**src/rtl/sram_loader_bridge.sv**
```systemverilog
// sram_loader_bridge
//   Front-end for a single-port byte-write SRAM. Two requesters share the port:
//   a CPU native memory interface and a sequential byte-stream firmware loader.
//   The loader has fixed priority over the CPU.
//
// Handshakes:
//   cpu_valid is raised with a stable request and held until cpu_ready. cpu_ready
//   is a one-cycle completion pulse, and cpu_rdata is meaningful only while it is
//   high. ld_valid offers one byte. ld_ready is combinational and marks the cycle
//   in which that byte is accepted. A byte counts as transferred on a clock edge
//   where ld_valid and ld_ready are both high.
//
// Ports:
//   clk, rst                      clock, synchronous active-high reset
//   cpu_valid/ready/addr/wdata/wstrb/rdata   CPU request/response (wstrb==0: read)
//   ld_start                      clears the byte pointer and ld_overflow
//   ld_valid/ready/byte           loader byte stream
//   ld_count                      byte pointer value
//   ld_overflow                   sticky: pointer wrapped
//   sram_addr/din/we/en           registered SRAM controls
//   sram_dout                     SRAM registered read data
//   fsm_state                     debug view of the controller state
module sram_loader_bridge #(
  parameter int NB_COL     = 4,
  parameter int COL_WIDTH  = 8,
  parameter int ADDR_WIDTH = 13
) (
  input  logic                          clk,
  input  logic                          rst,
  input  logic                          cpu_valid,
  output logic                          cpu_ready,
  input  logic [31:0]                   cpu_addr,
  input  logic [NB_COL*COL_WIDTH-1:0]   cpu_wdata,
  input  logic [NB_COL-1:0]             cpu_wstrb,
  output logic [NB_COL*COL_WIDTH-1:0]   cpu_rdata,
  input  logic                          ld_start,
  input  logic                          ld_valid,
  output logic                          ld_ready,
  input  logic [COL_WIDTH-1:0]          ld_byte,
  output logic [ADDR_WIDTH+1:0]         ld_count,
  output logic                          ld_overflow,
  output logic [ADDR_WIDTH-1:0]         sram_addr,
  output logic [NB_COL*COL_WIDTH-1:0]   sram_din,
  output logic [NB_COL-1:0]             sram_we,
  output logic                          sram_en,
  input  logic [NB_COL*COL_WIDTH-1:0]   sram_dout,
  output logic [2:0]                    fsm_state
);

  localparam int DW = NB_COL * COL_WIDTH;
  localparam int PW = ADDR_WIDTH + 2;

  typedef enum logic [2:0] {
    S_IDLE   = 3'd0,
    S_LD_WR  = 3'd1,
    S_ACCESS = 3'd2,
    S_RESP   = 3'd3,
    S_DONE   = 3'd4
  } state_t;

  state_t state, state_nxt;

  logic [PW-1:0]         ptr;
  logic [PW-1:0]         ptr_base;
  logic [PW-1:0]         ptr_d;
  logic                  ovf_d;
  logic                  ld_accept;
  logic                  cpu_go;
  logic                  is_rd;

  logic                  en_d;
  logic [ADDR_WIDTH-1:0] addr_d;
  logic [NB_COL-1:0]     we_d;
  logic [DW-1:0]         din_d;
  logic                  ready_d;
  logic [DW-1:0]         rdata_d;
  logic                  rd_d;

  // Address bits outside the word index alias and are deliberately ignored.
  logic unused_addr_bits;
  assign unused_addr_bits = ^{cpu_addr[31:ADDR_WIDTH+2], cpu_addr[1:0]};

  assign ld_accept = (state == S_IDLE) && ld_valid;
  assign ld_ready  = ld_accept;
  assign cpu_go    = (state == S_IDLE) && !ld_valid && cpu_valid && !cpu_ready;
  // A coincident ld_start restarts the stream at byte 0 in the same cycle.
  assign ptr_base  = ld_start ? '0 : ptr;
  assign ld_count  = ptr;
  assign fsm_state = state;

  // State register
  always_ff @(posedge clk) begin
    if (rst) state <= S_IDLE;
    else     state <= state_nxt;
  end

  // Next-state logic
  always_comb begin
    state_nxt = state;
    case (state)
      S_IDLE: begin
        if (ld_accept)   state_nxt = S_LD_WR;
        else if (cpu_go) state_nxt = S_ACCESS;
      end
      S_LD_WR:  state_nxt = S_IDLE;
      S_ACCESS: state_nxt = S_RESP;
      S_RESP:   state_nxt = S_DONE;
      S_DONE:   state_nxt = S_IDLE;
      default:  state_nxt = S_IDLE;
    endcase
  end

  // Output logic: next values of the registered SRAM and CPU outputs
  always_comb begin
    en_d    = sram_en;
    addr_d  = sram_addr;
    we_d    = sram_we;
    din_d   = sram_din;
    ready_d = cpu_ready;
    rdata_d = cpu_rdata;
    rd_d    = is_rd;
    case (state)
      S_IDLE: begin
        if (ld_accept) begin
          en_d   = 1'b1;
          addr_d = ptr_base[PW-1:2];
          we_d   = NB_COL'(1) << ptr_base[1:0];
          din_d  = {NB_COL{ld_byte}};
        end else if (cpu_go) begin
          en_d   = 1'b1;
          addr_d = cpu_addr[ADDR_WIDTH+1:2];
          we_d   = cpu_wstrb;
          din_d  = cpu_wdata;
          rd_d   = (cpu_wstrb == '0);
        end
      end
      S_LD_WR, S_ACCESS: begin
        en_d = 1'b0;
        we_d = '0;
      end
      S_RESP: begin
        // sram_dout holds the word registered by the SRAM on the ACCESS edge.
        rdata_d = is_rd ? sram_dout : '0;
        ready_d = 1'b1;
      end
      S_DONE: begin
        ready_d = 1'b0;
        rdata_d = '0;
      end
      default: begin
        en_d = 1'b0;
        we_d = '0;
      end
    endcase
  end

  // Pointer and sticky overflow
  always_comb begin
    ptr_d = ptr_base;
    ovf_d = ld_start ? 1'b0 : ld_overflow;
    if (ld_accept) begin
      ptr_d = ptr_base + 1'b1;
      if (!ld_start && (&ptr)) ovf_d = 1'b1;
    end
  end

  always_ff @(posedge clk) begin
    if (rst) begin
      sram_en     <= 1'b0;
      sram_addr   <= '0;
      sram_we     <= '0;
      sram_din    <= '0;
      cpu_ready   <= 1'b0;
      cpu_rdata   <= '0;
      is_rd       <= 1'b0;
      ptr         <= '0;
      ld_overflow <= 1'b0;
    end else begin
      sram_en     <= en_d;
      sram_addr   <= addr_d;
      sram_we     <= we_d;
      sram_din    <= din_d;
      cpu_ready   <= ready_d;
      cpu_rdata   <= rdata_d;
      is_rd       <= rd_d;
      ptr         <= ptr_d;
      ld_overflow <= ovf_d;
    end
  end

endmodule

```
**config.mk**
```make
export PLATFORM = sky130hd
export DESIGN_NAME = sram_loader_bridge
export DESIGN_NICKNAME = d
export VERILOG_FILES = /design/src/rtl/sram_loader_bridge.sv
export SDC_FILE = /design/constraint.sdc
export NUM_CORES = 1
export LEC_CHECK = 0
export ABC_AREA = 1
export CAP_MARGIN = 20
export CORE_ASPECT_RATIO = 0.7
export CORE_MARGIN = 2
export CORE_UTILIZATION = 44
export DETAILED_ROUTE_END_ITERATION = 16
export PLACE_DENSITY = 0.88
export SLEW_MARGIN = 10
export SYNTH_ARGS = -nofsm -noshare
export SYNTH_HDL_FRONTEND = slang
export SYNTH_SLANG_ARGS = --single-unit
```
**constraint.sdc**
```tcl
create_clock -name clk -period 4.15 [get_ports clk]
set_clock_uncertainty 0.05 [all_clocks]
set_input_delay 0.415 -clock clk [delete_from_list [all_inputs] [get_ports clk]]
set_output_delay 0.415 -clock clk [all_outputs]
set_load 0.1 [all_outputs]
```
Word level (Yosys, flattened, before mapping)
Cells that the tools add are included.

word-level totals
  bits in registers = 103
  bits in latches = 0
  RAM bits = 0
  bits in read-only memories = 0
  output and inout port bits = 103
  word-level logic and storage cells = 56
  memories = 0

operators by class
  add/sub/neg operators = 1
  multipliers = 0
  divide/modulo/power cells = 0
  $lt $le $gt $ge = 0
  equality and inequality tests = 4
  shift-type cells = 1
  multiplexer cells = 21
  bitwise gates (word level) = 2
  reductions and logical operators = 17

operators with widths
  cell                                             count
  2-to-1 mux 32 bit                                3
  one-hot mux 32 bit (2 select lines)              1
  2-to-1 mux 15 bit                                2
  2-to-1 mux 13 bit                                2
  adder 15 x 1 -> 15 bit, second input constant    1
  AND reduction 15 bit                             1
  one-hot mux 3 bit (3 select lines)               1
  2-to-1 mux 4 bit                                 2
  one-hot mux 4 bit (2 select lines)               1
  == test 3 x 2 -> 1 bit, second input constant    2
  2-to-1 mux 3 bit                                 2
  logical AND 1 bit                                5
  2-to-1 mux 1 bit                                 5
  logical NOT 4 bit                                1
  one-hot mux 1 bit (2 select lines)               2
  AND reduction 2 bit                              2
  nonzero test 2 bit                               2
  << shifter 1 x 2 -> 4 bit, first input constant  1
  == test 3 bit, second input constant             1
  logical NOT 1 bit                                3
  logical NOT 3 bit                                1
  inequality test 3 bit, second input constant     1
  AND reduction 3 bit                              1
  inverter 1 bit                                   2
  OR reduction 2 bit                               1

Longest topological paths before layout
  depth after elaboration = 7
  gate-level depth with buffers = 12

Least setup slack after synthesis
No wires, ideal clock.

  path type = flip-flop to flip-flop
  start = reg ptr[0], in the netlist ld_count[0]
  end = reg ptr[14], in the netlist ld_count[14]
  arrival = 2240 ps
  setup slack = 1745 ps
  stages on the path, launching flop included = 11
  buffers on the path = 0
  clock period less this slack = 2405 ps
  cell sequence = dfxtp_1 -> nand2_1 -> inv_1 -> ha_1 -> nand3_1 -> nor2_1 -> nand3_1 -> nor2_1 -> nand3_1 -> nand2_1 -> nor2_1

between the ends
  cells in the longest elaborated chain, start to end = 3

RTL lines
  element                 RTL line  text
  from (decl)             63        logic [PW-1:0] ptr;
  from (signal assigned)  186       ptr <= ptr_d;
  2-to-1 mux 15 bit       87        assign ptr_base = ld_start ? '0 : ptr;
  adder 15 x 1 -> 15 bit  162       ptr_d = ptr_base + 1'b1;
  2-to-1 mux 15 bit       161       if (ld_accept) begin

No other way between the ends.
A chain may end at the register's enable or synchronous reset.

Final worst setup path
  start = reg state[1], in the netlist fsm_state[1]
  end = out fsm_state[1]

RTL lines
  element                 RTL line  text
  from (decl)             61        state_t state, state_nxt;
  from (signal assigned)  94        else state <= state_nxt;
  to (decl)               47        output logic [2:0] fsm_state

No word-level cell between the ends.

==> impl_metrics.tcl <==
set metrics [dict create \
    crit_type "reg2out" \
    start_kind "flop" \
    die-area_mm2 0.0108 \
    nFillCells 751 \
    post_cts_resized 0 \
    dp_cells 874 \
    clk_latency_ps 340 \
    start_util_pct 45.2 \
    tightestPinTransition_ps 1070 \
    drive_above_1_share_pct 4.59 \
    rsz0062_at_grt "false" \
    period_share_pct 73.4 \
    routed_wl_mm 14.0 \
    min_delay_path_depth 2 \
    pre_cts_ws_ps 1140 \
    hold_viol_final 0 \
    via_per_inst 5.33 \
    irDropWorstVdd_v 0.000285 \
    cts_buffers 9 \
    r2r_setup_slack_ps 1570 \
    area_delta_synth_final_pct 52.8 \
    r2r-start "fsm_state[1]" \
    drcViolationCount 0 \
    wl_per_cell_um 15.7 \
    whs_ps 407 \
    fin_tns_setup_ps 0 \
    worst_setup_path_end_kind "output pin" \
    first_global_vias 4362 \
    cp.arrival_ps 2580 \
    num_vias 4751 \
    min_from "ld_overflow" \
    ys_ff_latch 103 \
    rows 30 \
    worst_slack_ps 1100 \
    nets 875 \
    seq_area_frac_synth_pct 47.1 \
    syn_area_mm2 0.00438 \
    fin_util_pct 69.1 \
    grt_usage_pct 24.7 \
    antennaDiodeCount 0 \
    synth_cells 587 \
    grt_first_pass_wirelength_mm 21.1 \
    die_y_um 87.5 \
    drtAntennaViolNets 0 \
    cts_tree "done" \
    antenna_found_initial 0 \
    globalRouteOverflowTotal 0 \
    synthesis.nets 704 \
    final_common_cell "clkdlybuf4s50_1" \
    gp_congestion 0.877 \
    setup_viol 0 \
    min_path_type "reg2reg" \
    drtIter0Drc 318 \
    ff2ff_path_depth 8 \
    fmax_mhz 328 \
    maxSlewViolCount 0 \
    p_per_area_mw_per_mm2 462 \
    slew_headroom_pct 28.4 \
    die_w_um 123 \
    grt_max_degree 56 \
    root_buffer "clkbuf_16" \
    yosys_warnings 0 \
    ys_types 31 \
    ctsHtreeMaxLevel 3 \
    r2r_end "sram_din[11]" \
    port_buffers 196 \
    layout_common_cells "clkdlybuf4s50_1 (194), nand2_1 (113), dfxtp_1 (103)" \
    status "complete, no violations" \
    holdBufCountCts 0 \
    dr.pass1.iters 5 \
    clockBufferDepth 2 \
    post_cts_buffers 0 \
    clkSinkCount 103 \
    io_pins 216 \
    fin_crit_ps 3050 \
    power_leakage_nw 2.43 \
    cap_violations 0 \
    core_area_mm2 0.00968 \
    syn_avg_cell_area_um2 7.46 \
    final_cells 891 \
    required_ps 3680 \
    hpwl_mm 9.81 \
    cts.clk_slew.worst_paths_ps 70 \
    worstHoldEndpoint "ld_overflow" \
    critPathMaxFanout 23 \
]
power breakdown:
| part | leakage (nW) | switching [mW] | internal [mW] |
|---|---|---|---|
| clock | 0.160 | 0.365 | 0.591 |
| combinational | 1.43 | 0.759 | 0.269 |
| sequential | 0.842 | 0.0475 | 1.06 |
| total | 2.43 | 1.17 | 1.92 |
cell families (layout without fill, tap and decap cells):
| family | count (synthesis) | after routing | share of synthesized area, % |
|---|---|---|---|
| fa+ha+maj | 4 | 4 | 1.14 |
| buf+inv | 78 | 254 | 8.20 |
| flops | 103 | 103 | 47.1 |
| compound gates | 157 | 157 | 18.7 |
| simple gates | 245 | 245 | 24.8 |
registers in the layout (all words and copies together) (netlist names):
signal       count
sram_en          1
ld_overflow      1
fsm_state        3
is_rd            1
sram_addr       13
ld_count        15
sram_din        32
sram_we          4
cpu_rdata       32
cpu_ready        1
per-stage QoR:
| step | cell area, um^2 | power (mW) |
|---|---|---|
| finish | 6690 | 3.09 |
| detailed placement | 6320 | 2.15 |
| global placement | 6320 | 2.13 |
| floorplan | 4380 | 1.86 |
| CTS | 6660 | 3.10 |
| global route | 6690 | 3.21 |
synthesized netlist by cell type:
cell	instances	area share, %
o21ai_0	34	3.9
ha_1	4	1.1
nand2_1	113	9.7
buf_2	15	1.7
a21oi_1	80	9.1
inv_2	5	0.43
nor3b_1	1	0.17
nand3_1	16	1.8
a21boi_0	1	0.17
nand3_2	1	0.23
nand2_4	2	0.51
nor2_4	1	0.26
clkbuf_1	19	1.6
o21a_1	1	0.17
inv_4	1	0.14
a31oi_1	16	2.3
nor2_1	64	5.5
buf_6	5	1.3
nor4_1	1	0.14
nand4_1	36	5.1
nand3b_1	2	0.34
inv_1	30	2.6
nand2_2	2	0.29
buf_4	2	0.34
buf_1	1	0.086
nor2_2	1	0.14
o21ai_1	21	2.4
o211ai_1	1	0.17
dfxtp_1	103	47
nor3_1	5	0.57
a211oi_1	3	0.51
layer usage:
metal  track usage (%)  vias to the layer above  routed length (um)
li1                  -                     2329                   -
met1              30.2                     2161                5770
met2              40.1                      238                6400
met3              9.75                       23                1570
met4              7.54                        0                 268
met5                 0                        -                   0
final cells by class:
| cell class | instances | area (um^2) | area share, % |
|---|---|---|---|
| clock buffer | 11 | 233 | 3.48 |
| clock inverter | 5 | 106 | 1.59 |
| inverter | 36 | 138 | 2.06 |
| multi-input combinational | 406 | 1960 | 29.3 |
| sequential | 103 | 2060 | 30.8 |
| tap | 128 | 160 | 2.39 |
| timing repair buffer | 202 | 2030 | 30.4 |
critical path, stage by stage (launching register included):
cell and delay (ps):
dfxtp_1 700, buf_4 360, clkdlybuf4s50_1 1180
worst max-delay path by stage:
| stage | from | to | slack, ps |
|---|---|---|---|
| CTS | fsm_state[1] | fsm_state[1] | 1070 |
| detailed placement | ld_start | ld_count[14] | 1140 |
| global route | fsm_state[1] | fsm_state[1] | 990 |
| floorplan | ld_count[0] | ld_count[14] | 1740 |
| finish | fsm_state[1] | fsm_state[1] | 1100 |
| global placement | ld_start | ld_count[14] | 1230 |
(Power assumes the default switching activity.)
